**config.mk**
```make
export PLATFORM = sky130hd
export DESIGN_NAME = des_key_sched_seq
export DESIGN_NICKNAME = d
export VERILOG_FILES = /design/src/rtl/des_key_sched_seq.sv
export SDC_FILE = /design/constraint.sdc
export NUM_CORES = 1
export LEC_CHECK = 0
export CORE_ASPECT_RATIO = 0.6
export CORE_MARGIN = 1.5
export CORE_UTILIZATION = 40
export DETAILED_ROUTE_END_ITERATION = 8
export PLACE_DENSITY_LB_ADDON = 0.3
export SYNTH_ARGS = -nofsm -noshare
export SYNTH_HDL_FRONTEND = slang
export SYNTH_SLANG_ARGS = --single-unit
```
**constraint.sdc**
```tcl
create_clock -name clk -period 2.17 [get_ports clk]
set_input_delay 0.3255 -clock clk [delete_from_list [all_inputs] [get_ports clk]]
set_output_delay 0.3255 -clock clk [all_outputs]
set_load 0.02 [all_outputs]
```
**src/rtl/des_key_sched_seq.sv**
```systemverilog
// Sequential DES key schedule: one 48-bit subkey per valid/ready handshake, K1..K16 or K16..K1.
// Latency 1 cycle start-to-first-subkey; subkey, index and C/D state hold while ready is low.
module des_key_sched_seq #(
    parameter bit PARITY_CHECK = 1'b0
) (
    input  logic        clk,
    input  logic        rst_n,
    input  logic        start_i,
    input  logic [63:0] key_i,
    input  logic        decrypt_i,
    output logic        busy_o,
    output logic [47:0] subkey_o,
    output logic        subkey_valid_o,
    input  logic        subkey_ready_i,
    output logic [3:0]  subkey_idx_o,
    output logic        subkey_last_o,
    output logic        parity_err_o
);

    // Tables hold 1-based DES bit numbers; DES bit 1 is the MSB of the source vector.
    localparam int PC1_TAB [56] = '{
        57, 49, 41, 33, 25, 17,  9,  1, 58, 50, 42, 34, 26, 18,
        10,  2, 59, 51, 43, 35, 27, 19, 11,  3, 60, 52, 44, 36,
        63, 55, 47, 39, 31, 23, 15,  7, 62, 54, 46, 38, 30, 22,
        14,  6, 61, 53, 45, 37, 29, 21, 13,  5, 28, 20, 12,  4
    };
    localparam int PC2_TAB [48] = '{
        14, 17, 11, 24,  1,  5,  3, 28, 15,  6, 21, 10,
        23, 19, 12,  4, 26,  8, 16,  7, 27, 20, 13,  2,
        41, 52, 31, 37, 47, 55, 30, 40, 51, 45, 33, 48,
        44, 49, 39, 56, 34, 53, 46, 42, 50, 36, 29, 32
    };

    typedef enum logic {
        IDLE = 1'b0,
        RUN  = 1'b1
    } state_t;

    function automatic logic [55:0] pc1(input logic [63:0] k);
        logic [55:0] r;
        r = '0;
        for (int i = 0; i < 56; i++) r[55-i] = k[64-PC1_TAB[i]];
        return r;
    endfunction

    function automatic logic [47:0] pc2(input logic [55:0] cd);
        logic [47:0] r;
        r = '0;
        for (int i = 0; i < 48; i++) r[47-i] = cd[56-PC2_TAB[i]];
        return r;
    endfunction

    // Rounds 1, 2, 9 and 16 shift by one; all others by two.
    function automatic logic shift_two(input logic [3:0] i);
        return !(i == 4'd0 || i == 4'd1 || i == 4'd8 || i == 4'd15);
    endfunction

    // Left rotation moves bits toward DES bit 1, which sits at the MSB.
    function automatic logic [27:0] rol28(input logic [27:0] h, input logic two);
        return two ? {h[25:0], h[27:26]} : {h[26:0], h[27]};
    endfunction

    function automatic logic [27:0] ror28(input logic [27:0] h, input logic two);
        return two ? {h[1:0], h[27:2]} : {h[0], h[27:1]};
    endfunction

    state_t      state_q;
    logic [55:0] cd_q;
    logic [3:0]  count_q;
    logic [3:0]  idx_q;
    logic        mode_q;
    logic        valid_q;
    logic        busy_q;
    logic        perr_q;

    logic [55:0] load_cd_d;
    logic [55:0] step_cd_d;
    logic [3:0]  step_idx_d;
    logic        parity_bad_d;

    always_comb begin
        logic [55:0] c0d0;
        logic        two;
        c0d0 = pc1(key_i);
        load_cd_d = decrypt_i ? c0d0
                              : {rol28(c0d0[55:28], 1'b0), rol28(c0d0[27:0], 1'b0)};
        if (mode_q) begin
            // Undo the shift of the key just emitted to reach the previous round's C/D.
            two        = shift_two(idx_q);
            step_cd_d  = {ror28(cd_q[55:28], two), ror28(cd_q[27:0], two)};
            step_idx_d = idx_q - 4'd1;
        end else begin
            two        = shift_two(idx_q + 4'd1);
            step_cd_d  = {rol28(cd_q[55:28], two), rol28(cd_q[27:0], two)};
            step_idx_d = idx_q + 4'd1;
        end
    end

    always_comb begin
        parity_bad_d = 1'b0;
        for (int b = 0; b < 8; b++) parity_bad_d = parity_bad_d | ~(^key_i[8*b +: 8]);
    end

    always_ff @(posedge clk or negedge rst_n) begin
        if (!rst_n) begin
            state_q <= IDLE;
            cd_q    <= '0;
            count_q <= '0;
            idx_q   <= '0;
            mode_q  <= 1'b0;
            valid_q <= 1'b0;
            busy_q  <= 1'b0;
            perr_q  <= 1'b0;
        end else begin
            case (state_q)
                IDLE: begin
                    if (start_i) begin
                        cd_q    <= load_cd_d;
                        mode_q  <= decrypt_i;
                        idx_q   <= decrypt_i ? 4'd15 : 4'd0;
                        count_q <= 4'd0;
                        valid_q <= 1'b1;
                        busy_q  <= 1'b1;
                        perr_q  <= PARITY_CHECK && parity_bad_d;
                        state_q <= RUN;
                    end
                end
                RUN: begin
                    if (valid_q && subkey_ready_i) begin
                        if (count_q == 4'd15) begin
                            valid_q <= 1'b0;
                            busy_q  <= 1'b0;
                            state_q <= IDLE;
                        end else begin
                            count_q <= count_q + 4'd1;
                            cd_q    <= step_cd_d;
                            idx_q   <= step_idx_d;
                        end
                    end
                end
                default: state_q <= IDLE;
            endcase
        end
    end

    assign busy_o         = busy_q;
    assign subkey_o       = pc2(cd_q);
    assign subkey_valid_o = valid_q;
    assign subkey_idx_o   = idx_q;
    assign subkey_last_o  = valid_q && (count_q == 4'd15);
    assign parity_err_o   = PARITY_CHECK ? perr_q : 1'b0;

endmodule
```
# Word-level counts from Yosys, hierarchy flattened
# Index checks and enable logic that the tools add are counted.
# word_totals
wordCells	62
ff_bits	67
in_bits	69
out_inout_bits	56
# op_classes
bitwise_logic	1
n_eq_ne	11
add_sub_neg	3
n_reduce_logical	13
mux	28
# op_table
cell	count
two-way mux 56 bit	5
two-way mux 28 bit	4
case mux 56 bit (2 select lines)	1
two-way mux 4 bit	8
== test 4 bit (second input constant)	5
case mux 4 bit (2 select lines)	2
adder 4 x 1 -> 4 bit (second input constant)	2
== test 4 x 1 -> 1 bit (second input constant)	2
zero test 4 bit	2
logical OR 1 bit	6
two-way mux 1 bit	6
AND reduction 3 bit	2
inequality test 2 x 1 -> 1 bit (second input constant)	2
inequality test 2 bit (second input constant)	2
case mux 1 bit (2 select lines)	2
subtractor 4 x 1 -> 4 bit (second input constant)	1
logical AND 1 bit	2
AND reduction 2 bit	1
inverter 1 bit	1

# Depth between registers and ports, before layout
# depth
ltp_word	10
ltp_mapped	9
ltp_nobuf	7

# Worst setup path before layout
# OpenSTA, ideal clock, no wires.
# synth_path
path_type	flip-flop to flip-flop
start	register idx_q[0] (netlist: subkey_idx_o[0])
end	register cd_q[38]
path_buffers	2
stages_incl_launch_ff	9
arrival_time_ns	1.922
setup_ns	0.131
required_ns	2.039
setup_slack_ns	0.116
synth_period_minus_slack_ns	2.054
cell_sequence	dfrtp_1 > ha_1 > or4b_1 > o21ai_1 > a31oi_1 > buf_6 > buf_6 > mux2i_1 > o22ai_1
# synth_via
elab_chain_cells	10
elab_cells_between_ends	21
classes_between	1 x add/sub; 6 x eq/ne; 6 x mux; 8 x reduce/logical
# synth_lines
element	line	text
start, declared	70	logic [3:0] idx_q;
start signal, assigned	120	idx_q <= decrypt_i ? 4'd15 : 4'd0;
start signal, assigned	137	idx_q <= step_idx_d;
adder 4 x 1 -> 4 bit	93	two = shift_two(idx_q + 4'd1);
== test 4 x 1 -> 1 bit / zero test 4 bit (equally long branches)	55	return !(i == 4'd0 || i == 4'd1 || i == 4'd8 || i == 4'd15);
logical OR 1 bit (3 in series)	55	
two-way mux 28 bit	60	return two ? {h[25:0], h[27:26]} : {h[26:0], h[27]};
two-way mux 56 bit (*)	87	if (mode_q) begin
two-way mux 56 bit (*)	130	if (count_q == 4'd15) begin
two-way mux 56 bit (*)	129	if (valid_q && subkey_ready_i) begin
case mux 56 bit (2 select lines) (*)	115	case (state_q)
end signal, assigned	118	cd_q <= load_cd_d;
end signal, assigned	136	cd_q <= step_cd_d;
end, declared	68	logic [55:0] cd_q;
# Mark *: on every way between the ends. The rest lies on a longest branch, timed or not. The select of a mux whose other input is x is not followed.
# A chain may end at the register's enable or synchronous reset.

# Worst setup path after layout
# layout_path
start	register idx_q[0] (netlist: subkey_idx_o[0])
end	register cd_q[39]
# Same word-level chain as after synthesis.

==> impl_metrics.py <==
metrics = {
    "place": {
        "hpwl_um": 11200,
        "dp_cells": 915,
        "io_buffers": 115,
        "pre_cts_ws_ps": 34.5,
        "postPlaceCellArea_um2": 7190,
        "gp_congestion": 0.787,
    },
    "clocking": {
        "cts_buffers": 9,
        "clock_sinks": 67,
        "cts_tree": "done",
        "htree_num_levels": 3,
        "clockBufferDepth": 2,
        "clk_latency_ps": 330,
        "clock-root-buffer": "clkbuf_16",
        "clkTransAtPathRegs_ps": 60,
    },
    "critical_path": {
        "r2r-start": "subkey_idx_o[0]",
        "crit_path_max_fanout": 28,
        "r2r_cells": 7,
        "cpPeakStageDelay_ps": 560,
        "criticalPathCategory": "reg2reg",
        "worstPathCellList": "ha_1, or4b_1, o21ai_2, a31oi_4, buf_12, mux2i_1, o22ai_1",
        "endpoint": "cd_q[39]",
        "slowest_stage": "or4b_1",
        "arrival_ps": 2290,
        "end_kind": "flop",
        "startpoint_type": "flop",
        "r2r_slack_ps": 90,
        "worstPathRequired_ps": 2380,
        "r2r_end": "cd_q[39]",
        "crit_start": "subkey_idx_o[0]",
    },
    "global_route": {
        "grt_usage": 0.208,
        "grt_pass1_vias": 5071,
        "grt_max_degree": 72,
        "grt_pass1_wl_um": 27200,
        "antenna_found_initial": 0,
        "overflow": 0,
    },
    "cells_and_area": {
        "drive_above_1_share": 0.192,
        "final_area_um2": 7620,
        "fillers": 1354,
        "fin_nets": 806,
        "synthToLayoutAreaGrowth_pct": 24.0,
        "fin_cells": 934,
        "diodes": 0,
        "final_cell_mix": "mux2i_1, clkdlybuf4s50_1, dfrtp_1",
    },
    "routing": {
        "drt-initial-drc-count": 314,
        "via_per_inst": 5.71,
        "first_pass_iters": 5,
        "drc": 0,
        "detail_route.wl_per_cell_um": 18.1,
        "vias": 5337,
        "ant_nets": 0,
        "routed_wl_um": 16900,
    },
    "pwr": {
        "p_per_area_nw_per_um2": 470,
        "p_leak_nw": 3.03,
        "ir_drop_mv": 0.291,
    },
    "outcome": {
        "status": "finished with violations",
        "violations": "hold timing",
    },
    "timing": {
        "fmax_ghz": 0.480,
        "worst_slack_ps": 86.9,
        "drv_slew": 0,
        "period_share": 0.960,
        "skew_ps": 6.91,
        "maxSlewHeadroom": 0.659,
        "hold_ws_ps": -17.3,
        "setup_viol": 0,
        "hold_viol_final": 4,
        "period_needed_ps": 2080,
        "rsz0062_at_grt": "no",
        "fin_tns_setup_ps": 0,
        "worstMarginPinSlew_ps": 512,
    },
    "die": {
        "core-area_um2": 14800,
        "ioPinCount": 125,
        "fp.dieW_um": 163,
        "die_h_um": 99.0,
        "row_count": 34,
        "dieArea_um2": 16100,
        "initial_core_util": 0.416,
    },
    "yosys": {
        "synth-seq-cells": 67,
        "synth_cells": 692,
        "synth_enable_flop_cells": 0,
        "syn_nets": 767,
        "yosys_warnings": 0,
        "syn-cell-area_um2": 6140,
        "synth-seq-area-share": 0.273,
        "ys_types": 36,
        "ys.flop_type": "dfrtp_1",
        "postSynth.asyncResetShare": 1.00,
        "syn_avg_cell_area_um2": 8.87,
    },
    "worst_hold_path": {
        "hold_path.class": "in2async",
    },
    "flow_run": {
        "max_cap_violations": 0,
    },
}
synth_stat cells, drive strengths merged, types with 2 or more instances:
cell,instances,share of area
o22ai,56,0.057
mux2i,112,0.18
clkbuf,29,0.018
o31ai,57,0.070
ha,6,0.012
xnor2,2,0.0029
nand3,2,0.0016
nor3,2,0.0016
mux2,58,0.11
inv,7,0.0043
or2,56,0.057
nand2b,2,0.0020
o21ai,6,0.0049
buf,79,0.092
a21oi,63,0.051
nand4,2,0.0020
dfrtp,67,0.27
o22a,2,0.0029
a31oi,5,0.0051
nor2,9,0.0059
nand2,61,0.037
kinds of logic (layout without fill, tap and decap cells):
family	Yosys count	in the layout	synth area share
simple gates	139	139	0.113
xor+xnor	3	3	0.00428
mux	170	170	0.289
fa+ha+maj	6	6	0.0122
other cells	1	1	0.000611
flops	67	67	0.273
compound gates	191	191	0.193
buf+inv	115	159	0.114
metrics by stage:
stage | hold WS (ps) | power, mW | util
detailed placement | 379 | 1.85 | 0.487
global route | 49.7 | 3.70 | 0.516
floorplan | 29.9 | 1.62 | -
CTS | 18.2 | 3.58 | 0.510
finish | -17.3 | 3.58 | 0.516
global placement | 375 | 1.85 | 0.487
timing repair:
item,CTS,global route
buffers inserted,0,1
endpoints found under the setup margin,1,56
cloned,0,2
hold buffers,0,0
gates resized for setup,1,6
pin swaps,0,1
worst max-delay path: cells and delay by family, from the launching register on:
family                   cells  cell delay [ps]
adder cells (fa/ha/maj)      1              250
multiplexers                 1              210
AO/OA/AOI/OAI                3              280
buffers and inverters        1              220
AND/OR/NAND/NOR              1              560
flip-flops                   1              420
worst min-delay path by stage:
stage               depth (start not counted)  slack [ps]  endpoint  startpoint
floorplan                                   0          30    busy_o       rst_n
global placement                            2         380  cd_q[38]       rst_n
CTS                                         2          20  cd_q[38]       rst_n
global route                                2          50  cd_q[37]       rst_n
finish                                      2         -20  cd_q[38]       rst_n
detailed placement                          2         380  cd_q[37]       rst_n
layer usage:
| layer | GRT usage | part of all wire | up-vias |
|---|---|---|---|
| met4 | 0.0416 | 0.010 | 0 |
| li1 | - | - | 2582 |
| met1 | 0.309 | 0.51 | 2581 |
| met2 | 0.312 | 0.43 | 157 |
| met5 | 0 | 0 | - |
| met3 | 0.0412 | 0.053 | 17 |
sequential cells by signal, indices dropped and copies added, names as in the netlist:
| signal | cells |
|---|---|
| busy_o | 1 |
| cd_q | 56 |
| count_q | 4 |
| mode_q | 1 |
| state_q | 1 |
| subkey_idx_o | 4 |
cell type report:
type / count / area (µm²) / area share
clock inverters: 5 / 100 / 0.0131
repair buffers: 136 / 1510 / 0.198
multi-input cells: 510 / 3810 / 0.501
well taps: 198 / 248 / 0.0325
inverters: 7 / 26.3 / 0.00345
clock buffers: 11 / 243 / 0.0319
flip-flops and latches: 67 / 1680 / 0.220
report_power, final:
group | internal (mW) | switching (mW) | leakage, nW
logic | 0.312 | 0.283 | 2.23
clock network | 1.15 | 0.567 | 0.169
registers | 1.25 | 0.00843 | 0.625
total | 2.72 | 0.859 | 3.03
Note: power is estimated with default switching activity, not from simulation.
